File: src/rtl/dom1_serpar_ctrl_pkg.sv
// Shared definitions for the serial/parallel buffer sequencer: FSM state encodings
// and default transaction sizes for the 896-bit (112-byte) tweakey+state buffer.
// Optional build macro used by the top: DOM1_SERPAR_KEY_RELOAD_EN.
package dom1_serpar_ctrl_pkg;

    // Bytes shifted in per invocation: 2 state shares + 5 tweakey shares
    localparam int NB_IN_DEF  = 112;
    // Bytes shifted out per invocation: 2 masked state shares, MSB first
    localparam int NB_OUT_DEF = 32;
    // Byte-counter width, wide enough for max(NB_IN, NB_OUT)
    localparam int CNT_W_DEF  = 7;
    // Buffer width in bits (seven 128-bit shares)
    localparam int BUF_W      = 128 * 7;

    // Sequencer states; CAP_K is only reachable when key reload is enabled
    typedef enum logic [2:0] {
        ST_LOAD   = 3'd0,
        ST_START  = 3'd1,
        ST_RUN    = 3'd2,
        ST_CAP_S  = 3'd3,
        ST_CAP_K  = 3'd4,
        ST_UNLOAD = 3'd5
    } state_e;

endpackage

File: src/rtl/dom1_serpar_ctrl.sv
// Sequencer in front of the byte-serial/parallel buffer and masked SKINNY core:
// load NB_IN bytes -> core_start -> wait core_done -> capture -> unload NB_OUT bytes.
// Latency: core_done -> o_valid is 2 cycles (3 with DOM1_SERPAR_KEY_RELOAD_EN).
// Backpressure: i_ready only in LOAD, o_valid only in UNLOAD; stalls hold the count.
module dom1_serpar_ctrl
    import dom1_serpar_ctrl_pkg::*;
#(
    parameter int NB_IN  = NB_IN_DEF,
    parameter int NB_OUT = NB_OUT_DEF,
    parameter int CNT_W  = CNT_W_DEF
) (
    input  logic clk,
    input  logic rst,
    input  logic i_valid,
    output logic i_ready,
    output logic o_valid,
    input  logic o_ready,
    output logic core_start,
    input  logic core_done,
    output logic wr,
    output logic rd,
    output logic en,
    output logic ken,
    output logic busy
);

    // Final-beat compare values; the counter is cleared on these, so it never wraps
    localparam logic [CNT_W-1:0] LAST_IN  = CNT_W'(NB_IN - 1);
    localparam logic [CNT_W-1:0] LAST_OUT = CNT_W'(NB_OUT - 1);

    state_e           state_q;
    logic [CNT_W-1:0] cnt_q;

    // Strobes and handshakes decode straight from state so that a byte is
    // moved in the same cycle its handshake completes.
    always_comb begin
        i_ready    = 1'b0;
        o_valid    = 1'b0;
        core_start = 1'b0;
        wr         = 1'b0;
        rd         = 1'b0;
        en         = 1'b0;
        ken        = 1'b0;
        case (state_q)
            ST_LOAD: begin
                i_ready = 1'b1;
                wr      = i_valid;
            end
            ST_START:  core_start = 1'b1;
            ST_CAP_S:  en         = 1'b1;
`ifdef DOM1_SERPAR_KEY_RELOAD_EN
            ST_CAP_K:  ken        = 1'b1;
`endif
            ST_UNLOAD: begin
                o_valid = 1'b1;
                rd      = o_ready;
            end
            default: ;
        endcase
    end

    // Idle only when sitting in LOAD with no partial load in progress
    always_comb begin
        busy = !((state_q == ST_LOAD) && (cnt_q == '0));
    end

    // Transaction FSM and shared byte counter
    always_ff @(posedge clk or posedge rst) begin
        if (rst) begin
            state_q <= ST_LOAD;
            cnt_q   <= '0;
        end else begin
            case (state_q)
                ST_LOAD: begin
                    if (i_valid) begin
                        if (cnt_q == LAST_IN) begin
                            cnt_q   <= '0;
                            state_q <= ST_START;
                        end else begin
                            cnt_q <= cnt_q + CNT_W'(1);
                        end
                    end
                end
                ST_START: state_q <= ST_RUN;
                // core_done is only looked at here; elsewhere it is ignored
                ST_RUN: begin
                    if (core_done) begin
                        state_q <= ST_CAP_S;
                    end
                end
                ST_CAP_S: begin
`ifdef DOM1_SERPAR_KEY_RELOAD_EN
                    state_q <= ST_CAP_K;
`else
                    state_q <= ST_UNLOAD;
`endif
                end
`ifdef DOM1_SERPAR_KEY_RELOAD_EN
                ST_CAP_K: state_q <= ST_UNLOAD;
`endif
                ST_UNLOAD: begin
                    if (o_ready) begin
                        if (cnt_q == LAST_OUT) begin
                            cnt_q   <= '0;
                            state_q <= ST_LOAD;
                        end else begin
                            cnt_q <= cnt_q + CNT_W'(1);
                        end
                    end
                end
                default: begin
                    state_q <= ST_LOAD;
                    cnt_q   <= '0;
                end
            endcase
        end
    end

endmodule

File: config.mk
export PLATFORM = sky130hd
export DESIGN_NAME = dom1_serpar_ctrl
export DESIGN_NICKNAME = d
export VERILOG_FILES = /design/src/rtl/dom1_serpar_ctrl_pkg.sv /design/src/rtl/dom1_serpar_ctrl.sv
export SDC_FILE = /design/constraint.sdc
export NUM_CORES = 1
export LEC_CHECK = 0
export ABC_CLOCK_PERIOD_IN_PS = 5100
export CAP_MARGIN = 30
export CELL_PAD_IN_SITES_DETAIL_PLACEMENT = 0
export CELL_PAD_IN_SITES_GLOBAL_PLACEMENT = 2
export CORE_ASPECT_RATIO = 0.7
export CORE_MARGIN = 1
export CORE_UTILIZATION = 33
export CTS_CLUSTER_SIZE = 30
export DETAILED_ROUTE_END_ITERATION = 8
export PLACE_DENSITY_LB_ADDON = 0.1
export SYNTH_ARGS = -nofsm -noshare
export SYNTH_HDL_FRONTEND = slang
export SYNTH_SLANG_ARGS = --single-unit
File: constraint.sdc
create_clock -name clk -period 5.1 [get_ports clk]
set_input_delay 1.02 -clock clk [delete_from_list [all_inputs] [get_ports clk]]
set_output_delay 1.02 -clock clk [all_outputs]
set_load 0.02 [all_outputs]
# After elaboration in Yosys (flattened, before gate mapping)
# Cells that the tools add are included.
# W data, S select, Z words.
dict set report word_totals {
  reg_bits 10
  latchBits 0
  mem_bits_rw 0
  mem_bits_ro 0
  input_bits 5
  mem_count 0
}
dict set report op_classes {
  n_addsub 1
  n_mul 0
  div 0
  order_cmp 0
  eq_ne 11
  n_shift 0
  muxes 17
  bitwise 1
  n_reduce_logical 7
}
# cell n
set ops {}
lappend ops {{$mux W7} 4}
lappend ops {{$pmux W7 S3} 1}
lappend ops {{$mux W3} 5}
lappend ops {{$pmux W3 S5} 1}
lappend ops {{$ne A2 B2 Y1 const B} 4}
lappend ops {{$add A7 B1 Y7 const B} 1}
lappend ops {{$eq A7 B5 Y1 const B} 1}
lappend ops {{$eq A7 B7 Y1 const B} 1}
lappend ops {{$logic_not A7 Y1} 1}
lappend ops {{$eq A3 B2 Y1 const B} 2}
lappend ops {{$mux W1} 6}
lappend ops {{$reduce_and A5 Y1} 1}
lappend ops {{$eq A3 B1 Y1 const B} 1}
lappend ops {{$eq A3 B3 Y1 const B} 1}
lappend ops {{$logic_not A3 Y1} 1}
lappend ops {{$reduce_and A3 Y1} 1}
lappend ops {{$reduce_or A3 Y1} 1}
lappend ops {{$ne A2 B1 Y1 const B} 1}
lappend ops {{$logic_and A1 B1 Y1} 1}
lappend ops {{$logic_not A1 Y1} 1}
lappend ops {{$not A1 Y1} 1}

# Depth between registers and ports, before layout
dict set report logic_depth {
  word_depth 4
  ltp_mapped 6
}

# Least setup slack after synthesis
# No wires, ideal clock.
dict set report synth_path {
  path_kind {reg2out}
  start {reg state_q[0]}
  end {out busy}
  t_arrival_ps 1566
  slack_ps 2514
  path_stages_with_launch 6
  n_path_buf 1
  cell_sequence {dfrtp_1 > buf_6 > or3_4 > inv_1 > nand4_1 > or3_1}
}
dict set report synth_between {
  elab_chain_len 3
}
# element line_no
set synth_lines {}
lappend synth_lines {{start, declared} dom1_serpar_ctrl.sv:31} ;# state_e state_q;
lappend synth_lines {{start signal, assigned} dom1_serpar_ctrl.sv:70} ;# state_q <= ST_LOAD;
lappend synth_lines {{start signal, assigned} dom1_serpar_ctrl.sv:78} ;# state_q <= ST_START;
lappend synth_lines {{start signal, assigned} dom1_serpar_ctrl.sv:84} ;# ST_START: state_q <= ST_RUN;
lappend synth_lines {{$logic_not A3 Y1} dom1_serpar_ctrl.sv:64} ;# busy = !((state_q == ST_LOAD) && (cnt_q == '0));
lappend synth_lines {{$logic_and A1 B1 Y1} dom1_serpar_ctrl.sv:64}
lappend synth_lines {{$logic_not A1 Y1} dom1_serpar_ctrl.sv:64}
lappend synth_lines {{end, declared} dom1_serpar_ctrl.sv:24} ;# output logic busy
# No other way between the ends.

# Final worst setup path
dict set report layout_path {
  start {reg state_q[2]}
  end {out busy}
}
# The elaborated chain is that of the path after synthesis.

==> results.yml <==
setup_path:
  end_kind: "primary output"
  path_cells: "or3_4 > inv_1 > nand4_1 > or3_1 > clkdlybuf4s50_1"
  crit_required_ps: 4080
  cp_max_fo: 12
  worst_ep_arrival_time_ps: 2310
  crit_path_top_delay_cell: "clkdlybuf4s50_1"
  critical_path.max_stage_delay_ps: 540
  critPathKind: "reg -> out"
  crit_family: "simple AND/OR/NAND/NOR gates"
  critPathLaunchType: "register"
  path_buf_inv: 2
die:
  rows: 14
  ios: 13
  die_area_um2: 2550
  die_width_um: 60.0
  core_um2: 2190
  start_util: 0.354
  die_h_um: 42.6
clock_network:
  cts_hold_buf: 0
  insertion_delay_ps: 270
  cts.sinks: 10
  numCtsBuffers: 3
  path_clk_slew_ps: 70
  cts_resized: 0
  post-cts-setup-buffers: 0
  clockRootBuffer: "clkbuf_4"
  cts_tree: "yes"
  clock_path_buffers: 2
  h-tree-depth: 1
yosys:
  synth_mux_area_frac: 0.0290
  yosys.area_share.simple: 0.252
  synth_compound_area_frac: 0.242
  synth_top_family_by_area: "simple AND/OR/NAND/NOR gates"
  async_flop_share: 1.00
  synth_xor_area_frac: 0.0113
  yosys.area_share.adder: 0.0323
  synth-edff-count: 0
  synth.avg_cell_area_um2: 8.82
  syn_nets: 95
  ys_warn_count: 0
  synth_cells: 88
  synth_ff_type: "dfrtp_1"
  synth_seq_cells: 10
  yosysSeqAreaShare: 0.323
  syn_area_um2: 776
  yosysUniqueCellTypes: 41
grt:
  grt_pass1_wl_um: 2960
  grt_pass1_vias: 644
  overflow: 0
  track_usage: 0.161
  grt_max_degree: 13
  grt_antenna_before_repair: 0
status:
  status: "completed"
finish:
  fillCellCount: 211
  seq_area_um2: 250
  multi_input_area_um2: 443
  drive_above_1_share: 0.143
  fin_nets: 106
  fin_util: 0.415
  syn2layout_area_growth_pct: 17.3
  insertedDiodeCount: 0
drt:
  drt_first_pass_iters: 4
  wl_um: 1750
  vias_per_cell: 5.38
  drt_iter0_markers: 23
  vias: 699
  wl_per_cell_um: 13.5
  drc_errors: 0
  antenna_left: 0
sta:
  fmax_ghz: 0.301
  skew_ps: 3.93
  fin_crit_sh: 0.652
  rsz0062_at_grt: "false"
  hold_viol: 0
  layout_min_cycle_time_ps: 3330
  finalMaxSlewViolations: 0
  tns_ps: 0
  setup_viol: 0
placed_design:
  gp_congestion: 0.737
  io_buffers: 11
  hpwl_um: 1350
hold_path:
  hp-class: "reg -> reg"
power:
  max-vdd-ir-drop_v: 0.000218
  p_leak_nw: 0.359
  p_per_area_nw_per_um2: 543
flow_run:
  max_cap_viol_count: 0
[sequential cells by signal, indices dropped and copies added, names as in the netlist]
name / flops
cnt_q: 7
state_q: 3
[path summary, 6_finish.rpt]
| check | startpoint | end | slack [ps] | cells after the start |
|---|---|---|---|---|
| worst max-delay path | state_q[2] | busy | 1770 | 5 |
| worst min-delay path | cnt_q[1] | cnt_q[1] | 560 | 2 |
| worst max register to register | cnt_q[0] | state_q[0] | 3320 | 5 |
| worst min register to register | cnt_q[1] | cnt_q[1] | 560 | 2 |
| max in group asynchronous | rst | cnt_q[1] | 3780 | 2 |
| min in group asynchronous | rst | cnt_q[5] | 1030 | 2 |
[cells by family (layout without fill, tap and decap cells)]
group	Yosys count	after routing
AND/OR/NAND/NOR	33	33
buffers and inverters	13	23
adder cells (fa/ha/maj)	2	2
multiplexers	2	2
AO/OA/AOI/OAI	26	26
other	1	1
XOR/XNOR	1	1
flip-flops	10	10
[synth_stat cells (2+ instances only)]
| cell type | count | share of area |
|---|---|---|
| a211oi_1 | 2 | 0.019 |
| a21oi_1 | 4 | 0.026 |
| a31oi_1 | 2 | 0.016 |
| and2_1 | 2 | 0.016 |
| buf_6 | 4 | 0.058 |
| dfrtp_1 | 10 | 0.32 |
| ha_1 | 2 | 0.032 |
| inv_1 | 8 | 0.039 |
| mux2_2 | 2 | 0.029 |
| nand2_1 | 5 | 0.024 |
| nand3_1 | 4 | 0.026 |
| nand3b_1 | 2 | 0.019 |
| nand4_1 | 2 | 0.016 |
| nor2_1 | 3 | 0.015 |
| nor3_1 | 3 | 0.019 |
| o21ai_0 | 5 | 0.032 |
| o31ai_1 | 4 | 0.039 |
[per-stage QoR]
step	power (mW)	hold WS (ps)	instances	setup WS [ps]	instance area (µm²)
after floorplan	0.363	520	88	2510	776
after global placement	0.428	560	126	1790	873
after detailed placement	0.422	553	126	1770	873
after CTS	0.498	571	130	1760	910
after global routing	0.537	633	130	1670	910
final	0.494	564	130	1770	910
[cell usage in the layout (no fill, tap or decap), types with 2 or more instances in the layout]
master / instances
nand2_1: 5
nor2_1: 3
nand3_1: 4
a211oi_1: 2
clkbuf_4: 3
clkdlybuf4s50_1: 11
nor3_1: 3
ha_1: 2
o31ai_1: 4
o21ai_0: 5
and2_1: 2
nand4_1: 2
a31oi_1: 2
nand3b_1: 2
dfrtp_1: 10
a21oi_1: 4
inv_1: 8
mux2_2: 2
[final cells by class]
type                       count  share of cell area
tap                           32              0.0440
multi-input combinational     65               0.487
inverter                       8              0.0330
clock buffer                   4              0.0399
sequential                    10               0.275
timing repair buffer          11               0.121
[report_power, final]
part,leakage (nW),switching [mW],internal [mW]
Combinational,0.205,0.158,0.123
Clock,0.0210,0.0301,0.0434
Sequential,0.133,0.0399,0.0998
Total,0.359,0.228,0.266
[routing by layer]
layer / up-vias / routed length, µm / track usage
met1: 334 / 938 / 0.230
met2: 19 / 709 / 0.222
met3: 2 / 88 / 0.0648
met5: - / 0 / 0
met4: 0 / 13 / 0.0419
li1: 344 / - / -
[worst register-to-register path, delay by kind of cell, from the launching register on]
kind                       cells  cell delay [ps]
AOI/OAI and AO/OA              1              140
muxes                          1              370
DFF                            1              390
adders and majority gates      1              230
and+or+nand+nor                2              550
Power figures use the tool's default switching activity.
==> RTL change, RTL diff (same flow settings) <==
Re-encode `state_e` (6 states) as one-hot, 6 bits wide.
--- a/src/rtl/dom1_serpar_ctrl_pkg.sv
+++ b/src/rtl/dom1_serpar_ctrl_pkg.sv
@@ -13,13 +13,13 @@
     localparam int BUF_W      = 128 * 7;
 
     // Sequencer states; CAP_K is only reachable when key reload is enabled
-    typedef enum logic [2:0] {
-        ST_LOAD   = 3'd0,
-        ST_START  = 3'd1,
-        ST_RUN    = 3'd2,
-        ST_CAP_S  = 3'd3,
-        ST_CAP_K  = 3'd4,
-        ST_UNLOAD = 3'd5
+    typedef enum logic [5:0] {
+        ST_LOAD   = 6'b000001,
+        ST_START  = 6'b000010,
+        ST_RUN    = 6'b000100,
+        ST_CAP_S  = 6'b001000,
+        ST_CAP_K  = 6'b010000,
+        ST_UNLOAD = 6'b100000
     } state_e;
 
 endpackage
Formal check against the unedited RTL: no difference found for any inputs over 10 cycles, from zero or initial values and one cycle with rst high; not proved beyond that.
==> RTL change against the original RTL <==
Via count is 8.2% lower; synthesized area is 1.3% higher; routed wire length is 2.0% lower; setup slack got worse by 0.036 ns; sequential cell count rose by 2; die area grew 1.2%; core utilization is 2.3 points higher; final area grew 5.5%; critical path type unchanged; largest cell class unchanged.
Power is not compared: it rests on default switching activity, and its combinational part moved more than twofold at a synthesized area within 25%.
==> RTL change: results (changes against the original RTL) <==
| Metric | Value |
|---|---|
| WL met1 | `966 microns (was 938 microns)` |
| Hold Worst Slack | `0.542 ns (was 0.564 ns)` |
| Seq/total area | `31.4% (was 27.5%)` |
| Worst-case hold path end point | `state_q[0]$_DFFE_PP1P_ (was cnt_q[1]$_DFFE_PP0P_)` |
| Reg-to-Reg End | `cnt_q[3]$_DFFE_PP0P_ (was state_q[0]$_DFFE_PP0P_)` |
| Outcome | `complete, no violations (unchanged)` |
| Routed wl met3 | `80 microns (was 88 microns)` |
| Largest regs | `cnt_q x7, state_q x5 (was cnt_q x7, state_q x3)` |
| Vias per cell | `5.14 (was 5.38)` |
| Reg2reg setup slack | `3.11 ns (was 3.32 ns)` |
| Met3 usage | `5.49% (was 6.48%)` |
| Total Routing Usage GR | `15.6% (was 16.1%)` |
| Vias in the first global route | `597 (was 644)` |
| Average cell area after synthesis | `9.82 sq um (was 8.82 sq um)` |
| Area contributors post-synth | `dfrtp_1 35%, a22o_1 6.7%, nor2b_1 4.8% (was dfrtp_1 32%, buf_6 5.8%, inv_1 3.9%)` |
| Crit path DAT | `2.34 ns (was 2.31 ns)` |
| Multi-Input Combinational | `61 (was 65)` |
| Fillers | `218 (was 211)` |
| Metal2 WL | `667 microns (was 709 microns)` |
| Worst R2R Start | `state_q[5]$_DFFE_PP0P_ (was cnt_q[0]$_DFFE_PP0P_)` |
| Area of the multi-input gates | `453 sq um (was 443 sq um)` |
| Via count | `642 (was 699)` |
| Syn Nets | `87 (was 95)` |
| Placed Instances | `121 (was 126)` |
| Seq/Total Area, Yosys | `38.4% (was 32.3%)` |
| Post-route minimum period | `3.36 ns (was 3.33 ns)` |
| Met1 usage | `24.7% (was 23.0%)` |
| Pre-CTS WS | `1.83 ns (was 1.77 ns)` |
| Area Growth Syn to Fin | `22.1% (was 17.3%)` |
| Wirelength per Cell | `13.7 microns (was 13.5 microns)` |
| Worst-path fanout max | `10 (was 12)` |
| DP Area | `923 sq um (was 873 sq um)` |
| Setup Skew | `0.000525 ns (was 0.00393 ns)` |
| Iteration-0 DRC count of the detailed router | `18 (was 23)` |
-- RTL change: changes by cell type in the layout (fill, tap and decap cells not counted), moves of 4 or more --
| cell | unedited run | this run |
|---|---|---|
| o21ai_0 | 5 | 1 |
| a22o_1 | 0 | 6 |
| o21ai_1 | 0 | 5 |
| inv_1 | 8 | 4 |
| nand2_1 | 5 | 0 |
| nor2b_1 | 1 | 6 |
-- RTL change: cells by family after synthesis --
family / synth area share, %
AND/OR/NAND/NOR: 30.6
AO/OA/AOI/OAI: 23.4
flip-flops: 38.4
buffers and inverters: 3.98
adder cells (fa/ha/maj): 3.18
other: 0.477
-- RTL change: worst max path at each step --
stage,cells past startpoint,from,end
after floorplan,3,state_q[0]$_DFFE_PP1P_,busy
after global placement,3,o_ready,rd
after detailed placement,3,o_ready,rd
after CTS,4,state_q[0]$_DFFE_PP1P_,wr
after global routing,4,state_q[0]$_DFFE_PP1P_,wr
final,4,state_q[0]$_DFFE_PP1P_,wr
